--- config.mk ---
export PLATFORM = sky130hd
export DESIGN_NAME = res_stream_tx
export DESIGN_NICKNAME = d
export VERILOG_FILES = /design/src/rtl/res_stream_tx.sv
export SDC_FILE = /design/constraint.sdc
export NUM_CORES = 1
export LEC_CHECK = 0
export BUFFER_PORTS_ARGS = -buffer_cell sky130_fd_sc_hd__buf_2
export CAP_MARGIN = 20
export CORE_ASPECT_RATIO = 1.5
export CORE_MARGIN = 8
export CORE_UTILIZATION = 53
export CTS_BUF_LIST = sky130_fd_sc_hd__clkbuf_8
export CTS_CLUSTER_SIZE = 40
export DETAILED_ROUTE_END_ITERATION = 8
export PLACE_DENSITY = 0.82
export SLEW_MARGIN = 5
export SYNTH_ARGS = -nofsm -noshare
export SYNTH_HDL_FRONTEND = slang
export SYNTH_SLANG_ARGS = --single-unit
export TNS_END_PERCENT = 50
--- constraint.sdc ---
create_clock -name clk -period 2.1 [get_ports clk]
set_input_delay 0.315 -clock clk [delete_from_list [all_inputs] [get_ports clk]]
set_output_delay 0.315 -clock clk [all_outputs]
set_load 0.05 [all_outputs]
--- src/rtl/res_stream_tx.sv ---
// res_stream_tx: reads RES_RAM words 0 .. 2^RES_depth_bits-1 and sends them out as one
// AXI4-Stream packet with TLAST on the final word.
//
// Ports:
//   clk, reset         single clock, synchronous active-high reset
//   Start              begin one packet (sampled only while idle)
//   Done               one-cycle pulse after the TLAST beat is accepted
//   RES_read_en        RES_RAM read enable (RAM samples it on the next rising edge)
//   RES_read_address   RES_RAM read address
//   RES_read_data_out  RES_RAM read data, valid the cycle after the read is sampled
//   M_AXIS_*           stream master; TDATA is the RAM word zero-extended
//
// Reads are issued against a 2-entry output FIFO using a credit count of
// (FIFO occupancy + read in flight), so the FIFO can never overflow under backpressure.
module res_stream_tx #(
  parameter int unsigned width              = 8,
  parameter int unsigned RES_depth_bits     = 1,
  parameter int unsigned C_AXIS_TDATA_WIDTH = 32
) (
  input  logic                                                 clk,
  input  logic                                                 reset,
  input  logic                                                 Start,
  output logic                                                 Done,
  output logic                                                 RES_read_en,
  output logic [(RES_depth_bits > 0 ? RES_depth_bits : 1)-1:0] RES_read_address,
  input  logic [width-1:0]                                     RES_read_data_out,
  output logic                                                 M_AXIS_TVALID,
  input  logic                                                 M_AXIS_TREADY,
  output logic [C_AXIS_TDATA_WIDTH-1:0]                        M_AXIS_TDATA,
  output logic                                                 M_AXIS_TLAST
);

  // A zero-bit address is not representable; a depth of one word uses a 1-bit address of 0.
  localparam int unsigned AddrW    = (RES_depth_bits > 0) ? RES_depth_bits : 1;
  localparam int unsigned CntW     = RES_depth_bits + 1;
  localparam int unsigned NumWords = 1 << RES_depth_bits;
  localparam logic [CntW-1:0] NumCnt  = CntW'(NumWords);
  localparam logic [CntW-1:0] LastCnt = CntW'(NumWords - 1);

  typedef enum logic [1:0] {StIdle, StSend, StDone} state_e;

  state_e                  state_q, state_d;
  logic                    armed_q, armed_d;
  logic [CntW-1:0]         rd_idx_q, rd_idx_d;
  logic [CntW-1:0]         tx_idx_q, tx_idx_d;
  logic [AddrW-1:0]        addr_q, addr_d;
  logic                    infl_q, infl_d;
  logic                    infl_last_q, infl_last_d;
  logic [1:0][width-1:0]   fifo_data_q, fifo_data_d;
  logic [1:0]              fifo_last_q, fifo_last_d;
  logic                    wr_ptr_q, wr_ptr_d;
  logic                    rd_ptr_q, rd_ptr_d;
  logic [1:0]              count_q, count_d;

  logic       fifo_valid;
  logic       pop;
  logic       push;
  logic       issue;
  logic [2:0] credits;

  assign fifo_valid = (count_q != 2'd0);
  assign pop        = fifo_valid & M_AXIS_TREADY;
  assign push       = infl_q;
  assign credits    = {1'b0, count_q} + {2'b00, infl_q};

  // armed_q delays the first read by one cycle after entering SEND so the first word
  // appears three cycles after Start is sampled. A read may be issued while a word leaves
  // the FIFO this cycle, which keeps the stream at one beat per cycle.
  assign issue = (state_q == StSend) && armed_q && (rd_idx_q < NumCnt) &&
                 (credits < (3'd2 + {2'b00, pop}));

  always_comb begin
    state_d     = state_q;
    armed_d     = (state_q == StSend);
    rd_idx_d    = rd_idx_q;
    tx_idx_d    = tx_idx_q;
    addr_d      = addr_q;
    infl_d      = issue;
    infl_last_d = infl_last_q;
    fifo_data_d = fifo_data_q;
    fifo_last_d = fifo_last_q;
    wr_ptr_d    = wr_ptr_q;
    rd_ptr_d    = rd_ptr_q;

    unique case (state_q)
      StIdle: begin
        if (Start) begin
          state_d  = StSend;
          rd_idx_d = '0;
          tx_idx_d = '0;
        end
      end
      StSend: begin
        // The handshake on beat N-1 is the TLAST beat.
        if (pop && (tx_idx_q == LastCnt)) state_d = StDone;
      end
      StDone:  state_d = StIdle;
      default: state_d = StIdle;
    endcase

    if (issue) begin
      rd_idx_d    = rd_idx_q + 1'b1;
      addr_d      = rd_idx_q[AddrW-1:0];
      infl_last_d = (rd_idx_q == LastCnt);
    end

    if (push) begin
      fifo_data_d[wr_ptr_q] = RES_read_data_out;
      fifo_last_d[wr_ptr_q] = infl_last_q;
      wr_ptr_d              = ~wr_ptr_q;
    end

    if (pop) begin
      rd_ptr_d = ~rd_ptr_q;
      tx_idx_d = tx_idx_q + 1'b1;
    end

    count_d = count_q + {1'b0, push} - {1'b0, pop};
  end

  always_comb begin
    M_AXIS_TDATA             = '0;
    M_AXIS_TDATA[width-1:0]  = fifo_data_q[rd_ptr_q];
  end

  assign M_AXIS_TVALID    = fifo_valid;
  assign M_AXIS_TLAST     = fifo_valid & fifo_last_q[rd_ptr_q];
  assign RES_read_en      = issue;
  assign RES_read_address = issue ? rd_idx_q[AddrW-1:0] : addr_q;
  assign Done             = (state_q == StDone);

  always_ff @(posedge clk) begin
    if (reset) begin
      state_q     <= StIdle;
      armed_q     <= 1'b0;
      rd_idx_q    <= '0;
      tx_idx_q    <= '0;
      addr_q      <= '0;
      infl_q      <= 1'b0;
      infl_last_q <= 1'b0;
      fifo_data_q <= '0;
      fifo_last_q <= '0;
      wr_ptr_q    <= 1'b0;
      rd_ptr_q    <= 1'b0;
      count_q     <= 2'd0;
    end else begin
      state_q     <= state_d;
      armed_q     <= armed_d;
      rd_idx_q    <= rd_idx_d;
      tx_idx_q    <= tx_idx_d;
      addr_q      <= addr_d;
      infl_q      <= infl_d;
      infl_last_q <= infl_last_d;
      fifo_data_q <= fifo_data_d;
      fifo_last_q <= fifo_last_d;
      wr_ptr_q    <= wr_ptr_d;
      rd_ptr_q    <= rd_ptr_d;
      count_q     <= count_d;
    end
  end

endmodule

# After elaboration in Yosys (flattened, before gate mapping)
# Cells that the tools add are included.
# Widths: inputs -> output; s select.
word_totals:
  in_bits: 12
  reg_bits: 32
  elab_cells: 66
op_classes:
  n_reduce_logical: 14
  n_mux: 18
  eq_ne: 6
  magnitude_cmp: 5
  addsub: 6
  n_bitwise: 4
ops:
  columns: ["operator", "count"]
  rows:
  - ["$mux 8", 3]
  - ["$bwmux 16", 1]
  - ["$mux 2", 6]
  - ["$reduce_bool 2->1", 5]
  - ["$demux 8 s1", 1]
  - ["$eq 2x1->1 const B", 3]
  - ["$reduce_and 2->1", 3]
  - ["$logic_and 1x1->1", 5]
  - ["$add 2x1->2 const B", 2]
  - ["$lt 1x2->1 const B", 2]
  - ["$mux 1", 4]
  - ["$pmux 2 s2", 1]
  - ["$add 2x1->3", 1]
  - ["$add 2x1->3 const A", 1]
  - ["$lt 3x3->1", 1]
  - ["$add 2x1->2", 1]
  - ["$and 1x1->1", 2]
  - ["$bwmux 2", 1]
  - ["$eq 2x2->1 const B", 1]
  - ["$logic_not 2->1", 1]
  - ["$lt 2x2->1 const B", 1]
  - ["$ne 2x1->1 const B", 1]
  - ["$ne 2x2->1 const B", 1]
  - ["$not 1->1", 2]
  - ["other kinds (3)", 3]

# Depth between registers and ports, before layout
# Gate-level depths: netlist of run 1.
depth:
  word_depth: 7
  mapped_depth: 8
  mapped_depth_nobuf: 8

# Least setup slack after synthesis of run 1
# Ideal clock, no wire load.
synth_timing:
  path_kind: "flip-flop to output port"
  start: "reg infl_q"
  end: "out RES_read_address"
  arrival_ps: 1424
  setup_slack_ps: 361
  path_stages_with_launch: 6
  n_path_buf: 0
  required_time_ps: 1785
  path_cell_list: "dfxtp_1 > ha_1 > ha_1 > o21ai_2 > nand4_4 > mux2_4"
synth_via:
  elab_chain_len: 4
synth_lines:
  columns: ["item", "line_no", "rtl"]
  rows:
  - ["from (decl)", "47", "logic infl_q, infl_d;"]
  - ["from (signal assigned)", "152", "infl_q <= infl_d;"]
  - ["$add 2x1->3", "64", "assign credits = {1'b0, count_q} + {2'b00, infl_q};"]
  - ["$lt 3x3->1", "70", "(credits < (3'd2 + {2'b00, pop}));"]
  - ["$logic_and 1x1->1", "69", "assign issue = (state_q == StSend) && armed_q && (rd_idx_q < NumCnt) &&"]
  - ["$mux 1", null, null]
  - ["to (decl)", "25", "output logic [(RES_depth_bits > 0 ? RES_depth_bits : 1)-1:0] RES_read_address,"]
# No other way between the ends.

# Worst setup path after layout of run 1
# Ends and elaborated chain as after synthesis.

==> results of run 1 <==
power by group through the flow:
stage | sequential (mW) | combinational, mW | clock, mW
floorplan | 0.687 | 0.433 | 0
global placement | 0.726 | 0.428 | 0
detailed placement | 0.728 | 0.438 | 0
CTS | 0.710 | 0.463 | 0.579
global route | 0.722 | 0.507 | 0.614
finish | 0.714 | 0.462 | 0.572
tightest hold or removal path: stages:
cell                      delay (ns)
sky130_fd_sc_hd__buf_2          0.10
sky130_fd_sc_hd__nand2_1        0.05
sky130_fd_sc_hd__a21oi_1        0.05
cells in the mapped netlist:
library cell,number
sky130_fd_sc_hd__nor2b_1,3
sky130_fd_sc_hd__nor2_1,15
sky130_fd_sc_hd__inv_4,1
sky130_fd_sc_hd__xor2_1,1
sky130_fd_sc_hd__clkbuf_1,3
sky130_fd_sc_hd__dfxtp_1,32
sky130_fd_sc_hd__mux2i_1,3
sky130_fd_sc_hd__inv_1,6
sky130_fd_sc_hd__mux2_2,8
sky130_fd_sc_hd__buf_1,1
sky130_fd_sc_hd__xnor2_1,2
sky130_fd_sc_hd__mux2_4,2
sky130_fd_sc_hd__a21oi_1,22
sky130_fd_sc_hd__nand2b_1,8
sky130_fd_sc_hd__nor3_1,1
sky130_fd_sc_hd__ha_1,6
sky130_fd_sc_hd__nand3_1,9
sky130_fd_sc_hd__nand2_1,29
sky130_fd_sc_hd__nor3b_1,1
sky130_fd_sc_hd__o21ai_2,2
sky130_fd_sc_hd__buf_4,24
sky130_fd_sc_hd__buf_2,5
sky130_fd_sc_hd__conb_1,1
sky130_fd_sc_hd__o32ai_1,1
sky130_fd_sc_hd__nand4_4,1
sky130_fd_sc_hd__and2b_1,1
worst max-delay path by stage:
| stage | to | slack, ns | depth (start not counted) |
|---|---|---|---|
| 5_1_grt | RES_read_address | -0.001 | 6 |
| 2_1_floorplan | RES_read_address | 0.36 | 5 |
| 4_1_cts | RES_read_address | 0.002 | 6 |
| 3_3_place_gp | RES_read_address | 0.24 | 6 |
| 3_5_place_dp | RES_read_address | 0.21 | 6 |
| 6_report | RES_read_address | 0.06 | 6 |
logic make-up after synthesis:
| logic type | synth area share [%] |
|---|---|
| simple gates | 20.0 |
| fa+ha+maj | 4.69 |
| mux | 9.38 |
| compound gates | 8.52 |
| other cells | 0.234 |
| buf+inv | 15.5 |
| xor+xnor | 1.64 |
| flops | 40.0 |
registers in the layout (all words and copies together), names as in the netlist:
signal       cells
addr_q           1
state_q          2
armed_q          1
wr_ptr_q         1
count_q          2
rd_ptr_q         1
fifo_last_q      2
infl_q           1
infl_last_q      1
fifo_data_q     16
rd_idx_q         2
tx_idx_q         2
per-stage QoR:
stage | util [%] | hold slack (ns) | cell area [sq um] | setup WS, ns
2_1_floorplan | - | 0.433 | 1690 | 0.361
3_3_place_gp | 57.6 | 0.439 | 1660 | 0.239
5_1_grt | 62.8 | 0.280 | 1810 | -0.000968
3_5_place_dp | 57.6 | 0.447 | 1660 | 0.214
6_report | 62.8 | 0.277 | 1810 | 0.0631
4_1_cts | 62.4 | 0.272 | 1800 | 0.00196
metal layers:
metal | routed length (microns) | part of all wire [%] | vias to the layer above
li1 | - | - | 615
met1 | 1250 | 40 | 543
met2 | 1600 | 52 | 36
met3 | 219 | 7.0 | 5
met4 | 40 | 1.3 | 0
met5 | 0 | 0 | -
layout by cell type, fill, tap and decap left out, types with 2 or more instances in the layout:
cell type and instances:
sky130_fd_sc_hd__mux2_4 2, sky130_fd_sc_hd__nor2b_1 3, sky130_fd_sc_hd__dfxtp_2 2, sky130_fd_sc_hd__mux2i_1 3
sky130_fd_sc_hd__nand2b_1 8, sky130_fd_sc_hd__clkbuf_8 5, sky130_fd_sc_hd__buf_2 23, sky130_fd_sc_hd__conb_1 24
sky130_fd_sc_hd__inv_1 7, sky130_fd_sc_hd__a21oi_1 22, sky130_fd_sc_hd__mux2_2 8, sky130_fd_sc_hd__dfxtp_1 30
sky130_fd_sc_hd__buf_4 5, sky130_fd_sc_hd__nor2_1 14, sky130_fd_sc_hd__nand2_1 29, sky130_fd_sc_hd__o21ai_2 2
sky130_fd_sc_hd__ha_1 4, sky130_fd_sc_hd__nand3_1 9, sky130_fd_sc_hd__xnor2_1 2
cell type report:
| type | instances | area (sq um) |
|---|---|---|
| multi-input cells | 139 | 816 |
| inverters | 7 | 28.8 |
| clock buffers | 5 | 68.8 |
| fillers | 280 | 1070 |
| well taps | 39 | 48.8 |
| flip-flops and latches | 32 | 643 |
| repair buffers | 29 | 168 |
| clock inverters | 3 | 38.8 |
what timing repair did:
item | 4_1_cts | 5_1_grt
buffers inserted | 2 | 0
pin swaps | 2 | 0
endpoints found under the setup margin | 1 | 1
gates resized for setup | 7 | 1
==> flow_summary.html, run 1 <==
<table>
<tr><th>Metric</th><th>Value</th></tr>
<tr><th colspan="2">Run status</th></tr>
<tr><td>Outcome</td><td>complete, no violations</td></tr>
<tr><th colspan="2">Worst setup path</th></tr>
<tr><td>Kind of cell adding the most delay to the critical path</td><td>adder cells</td></tr>
<tr><td>Critical-path maximum fanout</td><td>3</td></tr>
<tr><td>Register-to-Register Path Depth</td><td>9</td></tr>
<tr><td>Cells along the critical path</td><td>ha_2, ha_4, o21ai_2, nand4_4, mux2_4, buf_8</td></tr>
<tr><td>Sort of element at the end of the critical path</td><td>output port</td></tr>
<tr><td>Delay of the slowest cell on the worst path</td><td>0.33 ns</td></tr>
<tr><td>Launch point of the critical path</td><td>infl_q</td></tr>
<tr><td>Worst R2R Start</td><td>count_q[0]</td></tr>
<tr><td>Slowest stage cell, crit path</td><td>sky130_fd_sc_hd__mux2_4</td></tr>
<tr><td>Arrival time of data at the critical path endpoint</td><td>1.72 ns</td></tr>
<tr><td>Buf+Inv Stages, Crit Path</td><td>1</td></tr>
<tr><td>Startpoint-to-endpoint class of the critical path</td><td>reg -&gt; out</td></tr>
<tr><td>Required time at the worst-slack endpoint</td><td>1.78 ns</td></tr>
<tr><td>Endpoint of the lowest-slack register-to-register path</td><td>count_q[1]</td></tr>
<tr><td>Startpoint type of the worst setup path</td><td>flop</td></tr>
<tr><td>Flop-to-flop setup slack</td><td>0.29 ns</td></tr>
<tr><th colspan="2">Synthesis</th></tr>
<tr><td>Unique masters post-synth</td><td>26</td></tr>
<tr><td>Synthesized netlist cell count</td><td>188</td></tr>
<tr><td>Number of warnings reported in the yosys synthesis log</td><td>0</td></tr>
<tr><td>Share of the synthesized area in the top cell type</td><td>40.0%</td></tr>
<tr><td>Cells taking the most area after synthesis</td><td>sky130_fd_sc_hd__dfxtp_1 (40%), sky130_fd_sc_hd__buf_4 (11%), sky130_fd_sc_hd__a21oi_1 (6.9%), sky130_fd_sc_hd__nand2_1 (6.8%), sky130_fd_sc_hd__mux2_2 (5.6%)</td></tr>
<tr><td>Sequential share of the synthesized area</td><td>40.0%</td></tr>
<tr><td>Post-synthesis cell type with the largest combined area</td><td>sky130_fd_sc_hd__dfxtp_1</td></tr>
<tr><td>Average footprint of a synthesized cell</td><td>8.52 sq um</td></tr>
<tr><td>Total standard cell area after synthesis</td><td>1600 sq um</td></tr>
<tr><td>Seq cells post-synth</td><td>32</td></tr>
<tr><th colspan="2">Place</th></tr>
<tr><td>Final weighted congestion in routability-driven placement</td><td>0.723</td></tr>
<tr><td>Port buffer count</td><td>24</td></tr>
<tr><td>Inst Count DP</td><td>244</td></tr>
<tr><td>HPWL after detailed placement</td><td>2.26 mm</td></tr>
<tr><th colspan="2">Clocking</th></tr>
<tr><td>Clk sink count</td><td>32</td></tr>
<tr><td>TritonCTS clock tree</td><td>yes</td></tr>
<tr><td>Num CTS Buffers</td><td>5</td></tr>
<tr><td>Number of hold buffers added after CTS</td><td>0</td></tr>
<tr><td>Level count of the clock H-tree</td><td>2</td></tr>
<tr><td>Worst-case clock buffer depth</td><td>2</td></tr>
<tr><td>Skew-Pair Late Insertion Delay</td><td>0.28 ns</td></tr>
<tr><td>Clk pin slew, worst setup/hold paths</td><td>0.07 ns</td></tr>
<tr><td>Clock Root Buffer</td><td>sky130_fd_sc_hd__clkbuf_8</td></tr>
<tr><th colspan="2">Route</th></tr>
<tr><td>Initial detailed-routing violation count</td><td>49</td></tr>
<tr><td>Post-DR wirelength/cell</td><td>12.3 microns</td></tr>
<tr><td>DRC</td><td>0</td></tr>
<tr><td>Drt via density</td><td>4.72</td></tr>
<tr><td>Final wirelength</td><td>3.11 mm</td></tr>
<tr><td>Vias post-DR</td><td>1,199</td></tr>
<tr><td>Routed Antenna Nets</td><td>0</td></tr>
<tr><td>Length of the first detailed-routing pass in iterations</td><td>4</td></tr>
<tr><th colspan="2">Pwr</th></tr>
<tr><td>Total net switching power</td><td>601 uW</td></tr>
<tr><td>Comb power frac</td><td>26.5%</td></tr>
<tr><td>Power density over the cells</td><td>965 nW/um^2</td></tr>
<tr><td>Internal power</td><td>1.15 mW</td></tr>
<tr><td>Static power due to leakage</td><td>0.795 nW</td></tr>
<tr><td>Overall power after layout</td><td>1.75 mW</td></tr>
<tr><td>Peak supply drop</td><td>0.760 mV</td></tr>
<tr><td>Switching part of the total</td><td>34.4%</td></tr>
<tr><td>Fraction of power consumed by sequential logic</td><td>40.8%</td></tr>
<tr><td>Clock power share</td><td>32.7%</td></tr>
<tr><th colspan="2">Global routing</th></tr>
<tr><td>Via count of the first global-routing pass</td><td>1,215</td></tr>
<tr><td>Total congestion overflow after global routing</td><td>0</td></tr>
<tr><td>Highest-utilization routing layer at the global route stage</td><td>met2</td></tr>
<tr><td>Met3 usage in global routing</td><td>5.40%</td></tr>
<tr><td>Met2 demand-to-capacity share in global routing</td><td>23.3%</td></tr>
<tr><td>GRT Resource Usage Total</td><td>13.8%</td></tr>
<tr><td>Initial antenna violation count</td><td>0</td></tr>
<tr><td>Pin count of the biggest net entering global routing</td><td>33</td></tr>
<tr><td>First-pass GRT wire length</td><td>5.44 mm</td></tr>
<tr><td>Met1 Track Usage GR</td><td>14.8%</td></tr>
<tr><th colspan="2">STA</th></tr>
<tr><td>Number of hold-slack violations in the final timing report</td><td>0</td></tr>
<tr><td>Max Transition Viols Final</td><td>0</td></tr>
<tr><td>Setup Total Neg Slack</td><td>0 ns</td></tr>
<tr><td>Highest clock frequency the design can meet</td><td>0.491 GHz</td></tr>
<tr><td>Maximum clock skew at final layout</td><td>0.00554 ns</td></tr>
<tr><td>Post-layout minimum cycle time</td><td>2.04 ns</td></tr>
<tr><td>Final Cycle Share</td><td>97.0%</td></tr>
<tr><td>Number of endpoints failing setup at the final stage</td><td>0</td></tr>
<tr><th colspan="2">Final layout</th></tr>
<tr><td>Count of placed standard cells in the final layout, fillers left out</td><td>254</td></tr>
<tr><td>Antenna fix cells</td><td>0</td></tr>
<tr><td>Count of nets after finishing</td><td>232</td></tr>
<tr><td>Proportion of layout cells with a drive suffix above 1</td><td>25.6%</td></tr>
<tr><td>Layout-stage area growth over the synthesis result</td><td>13.1%</td></tr>
<tr><th colspan="2">Floorplan</th></tr>
<tr><td>Starting density of the core</td><td>55.6%</td></tr>
<tr><td>Die area</td><td>5070 sq um</td></tr>
<tr><td>Chip height</td><td>83.3 microns</td></tr>
<tr><td>Core area</td><td>2880 sq um</td></tr>
<tr><td>X dimension of the die</td><td>60.9 microns</td></tr>
<tr><td>Top Ports</td><td>49</td></tr>
<tr><td>Site row count</td><td>24</td></tr>
<tr><th colspan="2">Worst hold path</th></tr>
<tr><td>WHS Endpoint</td><td>fifo_data_q[3]</td></tr>
<tr><td>Hold Path Origin</td><td>RES_read_data_out[3]</td></tr>
<tr><td>Cell count of the worst hold path</td><td>3</td></tr>
<tr><td>Class of the most critical hold timing path</td><td>in -&gt; reg</td></tr>
<tr><th colspan="2">Run</th></tr>
<tr><td>MaxCap Viol Count</td><td>0</td></tr>
</table>
(Power assumes the default switching activity.)
==> inputs of run 2 (changes only) <==
==> constraint.sdc (replaced) <==
create_clock -name clk -period 2.3 [get_ports clk]
set_input_delay 0.345 -clock clk [delete_from_list [all_inputs] [get_ports clk]]
set_output_delay 0.345 -clock clk [all_outputs]
set_load 0.05 [all_outputs]
==> run 2 against run 1 <==
Worst setup slack better by 0.029 ns. Critical path type unchanged. Critical endpoint unchanged. Final area is 3.9% lower. Sequential power is 8.4% lower. Final cell count is 1.2% lower. Register-to-register slack better by 0.27 ns. Highest routed layer unchanged. Via count is essentially flat. Clock skew down 0.0021 ns. Clock power decreased by 26%.
==> flow_summary.html, run 2 (synthesized netlist as in run 1, its figures left out) <==
<table>
<tr><th>Metric</th><th>Value</th></tr>
<tr><th colspan="2">Worst hold path</th></tr>
<tr><td>Class of the most critical hold timing path</td><td>in -&gt; reg</td></tr>
<tr><td>Hold Path Origin</td><td>RES_read_data_out[1]</td></tr>
<tr><th colspan="2">Route</th></tr>
<tr><td>DRC</td><td>0 (unchanged)</td></tr>
<tr><td>Routed wire length on met2</td><td>1.62 mm (+1.1%)</td></tr>
<tr><td>Sum of routed wire segments on met1</td><td>1.19 mm (-5.0%)</td></tr>
<tr><td>Final wirelength</td><td>3.08 mm (-1.0%)</td></tr>
<tr><td>Post-DR wirelength/cell</td><td>12.3 microns (+0.19%)</td></tr>
<tr><td>Routed Antenna Nets</td><td>0 (unchanged)</td></tr>
<tr><td>Initial detailed-routing violation count</td><td>25 (-49%)</td></tr>
<tr><td>DR top layer</td><td>met4</td></tr>
<tr><td>Length of the first detailed-routing pass in iterations</td><td>4 (unchanged)</td></tr>
<tr><td>Drt via density</td><td>4.78 (+1.3%)</td></tr>
<tr><td>Vias post-DR</td><td>1,200 (+0.083%)</td></tr>
<tr><td>Total met3 wirelength after detailed routing</td><td>205 microns (-6.4%)</td></tr>
<tr><th colspan="2">STA</th></tr>
<tr><td>Setup Total Neg Slack</td><td>0 ns (unchanged)</td></tr>
<tr><td>Post-layout worst setup margin</td><td>0.0923 ns (+0.0292 ns)</td></tr>
<tr><td>Post-layout minimum cycle time</td><td>2.21 ns</td></tr>
<tr><td>Max Transition Viols Final</td><td>0 (unchanged)</td></tr>
<tr><td>Relative slew slack</td><td>55.5%</td></tr>
<tr><td>Maximum clock skew at final layout</td><td>0.00343 ns (-0.00211 ns)</td></tr>
<tr><td>Final Cycle Share</td><td>96.0%</td></tr>
<tr><td>Number of hold-slack violations in the final timing report</td><td>0 (unchanged)</td></tr>
<tr><td>Highest clock frequency the design can meet</td><td>0.453 GHz</td></tr>
<tr><td>Number of endpoints failing setup at the final stage</td><td>0 (unchanged)</td></tr>
<tr><td>Transition time at the pin with the least slew margin</td><td>0.667 ns</td></tr>
<tr><td>RSZ-0062 raised after global routing</td><td>no</td></tr>
<tr><th colspan="2">Clocking</th></tr>
<tr><td>Number of hold buffers added after CTS</td><td>0 (unchanged)</td></tr>
<tr><td>TritonCTS clock tree</td><td>yes</td></tr>
<tr><td>Skew-Pair Late Insertion Delay</td><td>0.28 ns (about the same)</td></tr>
<tr><td>Worst-case clock buffer depth</td><td>2 (unchanged)</td></tr>
<tr><td>Clock Root Buffer</td><td>sky130_fd_sc_hd__clkbuf_8</td></tr>
<tr><td>Num CTS Buffers</td><td>5 (unchanged)</td></tr>
<tr><td>Level count of the clock H-tree</td><td>2 (unchanged)</td></tr>
<tr><td>Clk pin slew, worst setup/hold paths</td><td>0.06 ns (about the same)</td></tr>
<tr><td>Clk sink count</td><td>32 (unchanged)</td></tr>
<tr><td>Number of post-CTS setup repair buffers</td><td>0 (-2)</td></tr>
<tr><td>Count of instances resized after the clock tree is built</td><td>0 (-7)</td></tr>
<tr><th colspan="2">Floorplan</th></tr>
<tr><td>Core area</td><td>2880 sq um (unchanged)</td></tr>
<tr><td>Site row count</td><td>24 (unchanged)</td></tr>
<tr><td>X dimension of the die</td><td>60.9 microns (unchanged)</td></tr>
<tr><td>Starting density of the core</td><td>55.6% (unchanged)</td></tr>
<tr><td>Top Ports</td><td>49 (unchanged)</td></tr>
<tr><td>Die area</td><td>5070 sq um (unchanged)</td></tr>
<tr><td>Chip height</td><td>83.3 microns (unchanged)</td></tr>
<tr><th colspan="2">Worst setup path</th></tr>
<tr><td>Worst R2R Start</td><td>count_q[1]</td></tr>
<tr><td>Critical-path maximum fanout</td><td>4 (+1)</td></tr>
<tr><td>Launch point of the critical path</td><td>count_q[0]</td></tr>
<tr><td>Arrival time of data at the critical path endpoint</td><td>1.86 ns (+0.14 ns)</td></tr>
<tr><td>Slowest stage cell, crit path</td><td>sky130_fd_sc_hd__dfxtp_1</td></tr>
<tr><td>Buf+Inv Stages, Crit Path</td><td>1 (unchanged)</td></tr>
<tr><td>Startpoint-to-endpoint class of the critical path</td><td>reg -&gt; out</td></tr>
<tr><td>Cell repeated most along the worst path</td><td>sky130_fd_sc_hd__ha_1</td></tr>
<tr><td>Required time at the worst-slack endpoint</td><td>1.96 ns (+0.18 ns)</td></tr>
<tr><td>Delay of the slowest cell on the worst path</td><td>0.34 ns (about the same)</td></tr>
<tr><td>Kind of cell adding the most delay to the critical path</td><td>adder cells</td></tr>
<tr><td>Sort of element at the end of the critical path</td><td>output port</td></tr>
<tr><td>Flop-to-flop setup slack</td><td>0.56 ns (+0.27 ns)</td></tr>
<tr><td>Cells along the critical path</td><td>ha_1, ha_1, o21ai_2, nand4_4, mux2_4, buf_2</td></tr>
<tr><td>Startpoint type of the worst setup path</td><td>flop</td></tr>
<tr><th colspan="2">Final layout</th></tr>
<tr><td>Core Util, Final</td><td>60.4% (-2.4 points)</td></tr>
<tr><td>Count of filler cells inserted in the layout</td><td>285 (+1.8%)</td></tr>
<tr><td>Count of nets after finishing</td><td>229 (-1.3%)</td></tr>
<tr><td>Post-route cell area</td><td>1740 sq um (-3.9%)</td></tr>
<tr><td>Antenna fix cells</td><td>0 (unchanged)</td></tr>
<tr><td>Number of flip-flops in the largest register</td><td>16 (unchanged)</td></tr>
<tr><td>Commonest non-fill, non-tap cell in the layout</td><td>sky130_fd_sc_hd__dfxtp_1</td></tr>
<tr><td>Proportion of layout cells with a drive suffix above 1</td><td>21.7% (-3.9 points)</td></tr>
<tr><td>Layout-stage area growth over the synthesis result</td><td>8.75%</td></tr>
<tr><td>Leading cell types in the layout, fill and taps excluded</td><td>sky130_fd_sc_hd__dfxtp_1 (32), sky130_fd_sc_hd__nand2_1 (29), sky130_fd_sc_hd__conb_1 (24), sky130_fd_sc_hd__buf_2 (24), sky130_fd_sc_hd__a21oi_1 (22)</td></tr>
<tr><td>Count of placed standard cells in the final layout, fillers left out</td><td>251 (-1.2%)</td></tr>
<tr><td>Top reg by flops</td><td>fifo_data_q</td></tr>
<tr><th colspan="2">Pwr</th></tr>
<tr><td>Static power due to leakage</td><td>0.777 nW (-2.3%)</td></tr>
<tr><td>Clock power share</td><td>28.7% (-4.0 points)</td></tr>
<tr><td>Switching part of the total</td><td>35.8% (+1.4 points)</td></tr>
<tr><td>Power density over the cells</td><td>848 nW/um^2 (-12%)</td></tr>
<tr><td>Internal power</td><td>949 uW (-17%)</td></tr>
<tr><td>Total net switching power</td><td>528 uW (-12%)</td></tr>
<tr><td>Fraction of power consumed by sequential logic</td><td>44.3% (+3.5 points)</td></tr>
<tr><td>Comb power frac</td><td>27.0% (+0.5 points)</td></tr>
<tr><td>Peak supply drop</td><td>0.510 mV (-33%)</td></tr>
<tr><th colspan="2">Run status</th></tr>
<tr><td>Outcome</td><td>complete, no violations</td></tr>
<tr><th colspan="2">Global routing</th></tr>
<tr><td>First-pass GRT wire length</td><td>5.20 mm (-4.6%)</td></tr>
<tr><td>GRT Resource Usage Total</td><td>13.1% (-0.68 points)</td></tr>
<tr><td>Total congestion overflow after global routing</td><td>0 (unchanged)</td></tr>
<tr><td>Initial antenna violation count</td><td>0 (unchanged)</td></tr>
<tr><td>Pin count of the biggest net entering global routing</td><td>34 (+3.0%)</td></tr>
<tr><td>Via count of the first global-routing pass</td><td>1,231 (+1.3%)</td></tr>
<tr><th colspan="2">Place</th></tr>
<tr><td>HPWL after detailed placement</td><td>2.29 mm (+1.2%)</td></tr>
<tr><td>Inst Count DP</td><td>243 (-0.41%)</td></tr>
<tr><td>Port buffer count</td><td>24 (unchanged)</td></tr>
<tr><td>Final weighted congestion in routability-driven placement</td><td>0.702 (-2.9%)</td></tr>
<tr><td>Post-Place Cell Area</td><td>1650 sq um (-0.45%)</td></tr>
<tr><td>Pre-CTS worst setup slack</td><td>0.375 ns (+0.161 ns)</td></tr>
<tr><th colspan="2">Run</th></tr>
<tr><td>MaxCap Viol Count</td><td>0 (unchanged)</td></tr>
</table>
## run 2: per-layer routing
layer  vias to the layer above  global-route usage (%)
li1                        612                       -
met1                       545                    13.4
met2                        36                    22.2
met3                         7                    4.63
met4                         0                    6.40
met5                         -                       0
## run 2: final cells by class
cell class              count  area [sq um]  area share [%]
clock buffers               6          82.6            4.74
clock inverters             2          7.51           0.431
inverters                   7          28.8            1.65
multi-input cells         139           798            45.8
flip-flops and latches     32           641            36.8
well taps                  39          48.8            2.80
repair buffers             26           135            7.76
## run 2: final timing paths
check | depth (start not counted) | end
setup / recovery | 6 | RES_read_address
hold / removal | 3 | fifo_data_q[1]
setup reg to reg | 8 | count_q[1]
hold reg to reg | 2 | fifo_data_q[3]
## run 2: worst register-to-register path: cells and delay by family, from the launching register on
family / cells / cell delay, ns
fa+ha+maj: 2 / 0.47
flops: 1 / 0.35
xor+xnor: 2 / 0.30
compound gates: 1 / 0.26
buf+inv: 2 / 0.18
simple gates: 1 / 0.06
## run 2: power by group through the flow
| stage | Clock [mW] | Sequential (mW) | Combinational (mW) |
|---|---|---|---|
| after floorplan | 0 | 0.627 | 0.396 |
| after global placement | 0 | 0.663 | 0.389 |
| final | 0.424 | 0.654 | 0.399 |
| after CTS | 0.441 | 0.655 | 0.402 |
| after detailed placement | 0 | 0.667 | 0.400 |
| after global routing | 0.458 | 0.661 | 0.439 |
## run 2: through the flow
| stage | hold WS [ns] | total power [mW] |
|---|---|---|
| 3_5_place_dp | 0.447 | 1.07 |
| 2_1_floorplan | 0.433 | 1.02 |
| 5_1_grt | 0.311 | 1.56 |
| 6_report | 0.311 | 1.48 |
| 3_3_place_gp | 0.439 | 1.05 |
| 4_1_cts | 0.301 | 1.50 |
==> inputs of run 3 (changes only) <==
--- a/config.mk
+++ b/config.mk
@@ -13,7 +13,7 @@
 export CTS_BUF_LIST = sky130_fd_sc_hd__clkbuf_8
 export CTS_CLUSTER_SIZE = 40
 export DETAILED_ROUTE_END_ITERATION = 8
-export PLACE_DENSITY = 0.82
+export PLACE_DENSITY = 0.79
 export SLEW_MARGIN = 5
 export SYNTH_ARGS = -nofsm -noshare
 export SYNTH_HDL_FRONTEND = slang
==> run 3 against run 2 <==
Clock skew increased by 0.0021 ns. First-iteration DRC count increased by 56%. Sequential share of layout area decreased by 0.75 points. Critical endpoint unchanged. Highest routed layer unchanged.
==> flow_summary.html, run 3 (synthesized netlist as in run 1, its figures left out) <==
<table>
<tr><th>Metric</th><th>Value</th></tr>
<tr><th colspan="2">Run status</th></tr>
<tr><td>Outcome</td><td>complete, no violations</td></tr>
<tr><th colspan="2">STA</th></tr>
<tr><td>Number of hold-slack violations in the final timing report</td><td>0 (unchanged)</td></tr>
<tr><td>Relative slew slack</td><td>55.7% (+0.20 points)</td></tr>
<tr><td>Tightest hold margin</td><td>0.305 ns (-0.00612 ns)</td></tr>
<tr><td>RSZ-0062 raised after global routing</td><td>no</td></tr>
<tr><td>Max Transition Viols Final</td><td>0 (unchanged)</td></tr>
<tr><td>Highest clock frequency the design can meet</td><td>0.454 GHz (+0.16%)</td></tr>
<tr><td>Transition time at the pin with the least slew margin</td><td>0.663 ns (-0.00304 ns)</td></tr>
<tr><td>Final Cycle Share</td><td>95.8% (-0.16 points)</td></tr>
<tr><td>Number of endpoints failing setup at the final stage</td><td>0 (unchanged)</td></tr>
<tr><td>Post-layout worst setup margin</td><td>0.0959 ns (+0.00357 ns)</td></tr>
<tr><td>Post-layout minimum cycle time</td><td>2.20 ns (-0.00357 ns)</td></tr>
<tr><td>Maximum clock skew at final layout</td><td>0.00549 ns (+0.00206 ns)</td></tr>
<tr><td>Setup Total Neg Slack</td><td>0 ns (unchanged)</td></tr>
<tr><th colspan="2">Final layout</th></tr>
<tr><td>Proportion of layout cells with a drive suffix above 1</td><td>22.6% (+0.94 points)</td></tr>
<tr><td>Leading cell types in the layout, fill and taps excluded</td><td>sky130_fd_sc_hd__dfxtp_1 (32), sky130_fd_sc_hd__nand2_1 (29), sky130_fd_sc_hd__conb_1 (24), sky130_fd_sc_hd__buf_2 (24), sky130_fd_sc_hd__a21oi_1 (22)</td></tr>
<tr><td>Count of filler cells inserted in the layout</td><td>293 (+2.8%)</td></tr>
<tr><td>Count of placed standard cells in the final layout, fillers left out</td><td>251 (unchanged)</td></tr>
<tr><td>Commonest non-fill, non-tap cell in the layout</td><td>sky130_fd_sc_hd__dfxtp_1</td></tr>
<tr><td>Top reg by flops</td><td>fifo_data_q</td></tr>
<tr><td>Count of nets after finishing</td><td>229 (unchanged)</td></tr>
<tr><td>Antenna fix cells</td><td>0 (unchanged)</td></tr>
<tr><td>Layout-stage area growth over the synthesis result</td><td>11.0%</td></tr>
<tr><td>Number of flip-flops in the largest register</td><td>16 (unchanged)</td></tr>
<tr><th colspan="2">Route</th></tr>
<tr><td>Vias post-DR</td><td>1,202 (+0.17%)</td></tr>
<tr><td>DRC</td><td>0 (unchanged)</td></tr>
<tr><td>Final wirelength</td><td>3.16 mm (+2.7%)</td></tr>
<tr><td>Routed Antenna Nets</td><td>0 (unchanged)</td></tr>
<tr><td>Length of the first detailed-routing pass in iterations</td><td>4 (unchanged)</td></tr>
<tr><td>Drt via density</td><td>4.79 (+0.17%)</td></tr>
<tr><td>Post-DR wirelength/cell</td><td>12.6 microns (+2.7%)</td></tr>
<tr><td>Initial detailed-routing violation count</td><td>39 (+56%)</td></tr>
<tr><th colspan="2">Pwr</th></tr>
<tr><td>Internal power</td><td>1.10 mW (+16%)</td></tr>
<tr><td>Static power due to leakage</td><td>0.787 nW (+1.4%)</td></tr>
<tr><td>Comb power frac</td><td>24.6% (-2.4 points)</td></tr>
<tr><td>Clock power share</td><td>35.5% (+6.8 points)</td></tr>
<tr><td>Total net switching power</td><td>540 uW (+2.2%)</td></tr>
<tr><td>Switching part of the total</td><td>33.0% (-2.8 points)</td></tr>
<tr><td>Fraction of power consumed by sequential logic</td><td>40.0% (-4.3 points)</td></tr>
<tr><td>Power density over the cells</td><td>920 nW/um^2 (+8.5%)</td></tr>
<tr><td>Peak supply drop</td><td>0.590 mV (+16%)</td></tr>
<tr><th colspan="2">Place</th></tr>
<tr><td>HPWL after detailed placement</td><td>2.32 mm (+1.5%)</td></tr>
<tr><td>Final weighted congestion in routability-driven placement</td><td>0.706 (+0.61%)</td></tr>
<tr><td>Inst Count DP</td><td>243 (unchanged)</td></tr>
<tr><td>Port buffer count</td><td>24 (unchanged)</td></tr>
<tr><td>Pre-CTS worst setup slack</td><td>0.390 ns (+0.0147 ns)</td></tr>
<tr><th colspan="2">Clocking</th></tr>
<tr><td>Num CTS Buffers</td><td>5 (unchanged)</td></tr>
<tr><td>Count of instances resized after the clock tree is built</td><td>0 (unchanged)</td></tr>
<tr><td>Clock Root Buffer</td><td>sky130_fd_sc_hd__clkbuf_8</td></tr>
<tr><td>Number of post-CTS setup repair buffers</td><td>0 (unchanged)</td></tr>
<tr><td>Clk sink count</td><td>32 (unchanged)</td></tr>
<tr><td>Clk pin slew, worst setup/hold paths</td><td>0.07 ns (about the same)</td></tr>
<tr><td>Worst-case clock buffer depth</td><td>2 (unchanged)</td></tr>
<tr><td>Skew-Pair Late Insertion Delay</td><td>0.28 ns (about the same)</td></tr>
<tr><td>Level count of the clock H-tree</td><td>2 (unchanged)</td></tr>
<tr><td>TritonCTS clock tree</td><td>yes</td></tr>
<tr><td>Number of hold buffers added after CTS</td><td>0 (unchanged)</td></tr>
<tr><th colspan="2">Floorplan</th></tr>
<tr><td>Chip height</td><td>83.3 microns (unchanged)</td></tr>
<tr><td>Site row count</td><td>24 (unchanged)</td></tr>
<tr><td>Top Ports</td><td>49 (unchanged)</td></tr>
<tr><td>X dimension of the die</td><td>60.9 microns (unchanged)</td></tr>
<tr><td>Starting density of the core</td><td>55.6% (unchanged)</td></tr>
<tr><td>Die area</td><td>5070 sq um (unchanged)</td></tr>
<tr><td>Core area</td><td>2880 sq um (unchanged)</td></tr>
<tr><th colspan="2">Worst setup path</th></tr>
<tr><td>Arrival time of data at the critical path endpoint</td><td>1.86 ns (about the same)</td></tr>
<tr><td>Critical-path maximum fanout</td><td>4 (unchanged)</td></tr>
<tr><td>Startpoint type of the worst setup path</td><td>flop</td></tr>
<tr><td>Startpoint-to-endpoint class of the critical path</td><td>reg -&gt; out</td></tr>
<tr><td>Required time at the worst-slack endpoint</td><td>1.96 ns (about the same)</td></tr>
<tr><td>Sort of element at the end of the critical path</td><td>output port</td></tr>
<tr><th colspan="2">Global routing</th></tr>
<tr><td>Initial antenna violation count</td><td>0 (unchanged)</td></tr>
<tr><td>GRT Resource Usage Total</td><td>13.1% (-0.040 points)</td></tr>
<tr><td>Total congestion overflow after global routing</td><td>0 (unchanged)</td></tr>
<tr><td>First-pass GRT wire length</td><td>5.20 mm (unchanged)</td></tr>
<tr><td>Via count of the first global-routing pass</td><td>1,233 (+0.16%)</td></tr>
<tr><td>Pin count of the biggest net entering global routing</td><td>34 (unchanged)</td></tr>
<tr><th colspan="2">Worst hold path</th></tr>
<tr><td>Class of the most critical hold timing path</td><td>in -&gt; reg</td></tr>
<tr><th colspan="2">Run</th></tr>
<tr><td>MaxCap Viol Count</td><td>0 (unchanged)</td></tr>
</table>
==> run 3: final timing paths <==
check | startpoint | cells past startpoint | to | slack (ns)
min | RES_read_data_out[5] | 3 | fifo_data_q[5] | 0.30
max reg2reg | count_q[1] | 8 | count_q[1] | 0.55
max | count_q[0] | 6 | RES_read_address | 0.1
min reg2reg | fifo_data_q[2] | 2 | fifo_data_q[2] | 0.45
==> run 3: cell type report <==
cell class / count / area [sq um] / area share (%)
clock buffers: 7 / 96.3 / 5.42
inverters: 7 / 28.8 / 1.62
flip-flops and latches: 32 / 641 / 36.0
clock inverters: 1 / 30.0 / 1.69
well taps: 39 / 48.8 / 2.74
multi-input cells: 139 / 798 / 44.9
repair buffers: 26 / 135 / 7.60
==> run 3: power groups by stage <==
stage | clock [mW] | sequential, mW | combinational [mW]
finish | 0.580 | 0.654 | 0.402
floorplan | 0 | 0.627 | 0.396
global route | 0.613 | 0.661 | 0.438
CTS | 0.590 | 0.653 | 0.405
global placement | 0 | 0.663 | 0.390
detailed placement | 0 | 0.665 | 0.402
==> run 3: metrics by stage <==
step / instance area [sq um] / util (%) / total power [mW]
after floorplan: 1690 / - / 1.02
after global placement: 1650 / 57.3 / 1.05
after detailed placement: 1650 / 57.3 / 1.07
after CTS: 1780 / 61.7 / 1.65
after global routing: 1780 / 61.7 / 1.71
final: 1780 / 61.7 / 1.64
==> run 3: worst max-delay path, stage by stage, from the launching register on <==
cell	delay (ns)
sky130_fd_sc_hd__dfxtp_1	0.34
sky130_fd_sc_hd__ha_1	0.19
sky130_fd_sc_hd__ha_1	0.28
sky130_fd_sc_hd__o21ai_2	0.08
sky130_fd_sc_hd__nand4_4	0.16
sky130_fd_sc_hd__mux2_4	0.32
sky130_fd_sc_hd__buf_2	0.21
==> run 3: layer usage <==
metal	GRT usage [%]	wire (microns)	part of all wire [%]	vias up
met1	12.9	1220	39	547
met4	5.12	57	1.8	0
met3	4.94	219	6.9	8
li1	-	-	-	612
met2	23.0	1660	53	35
met5	0	0	0	-
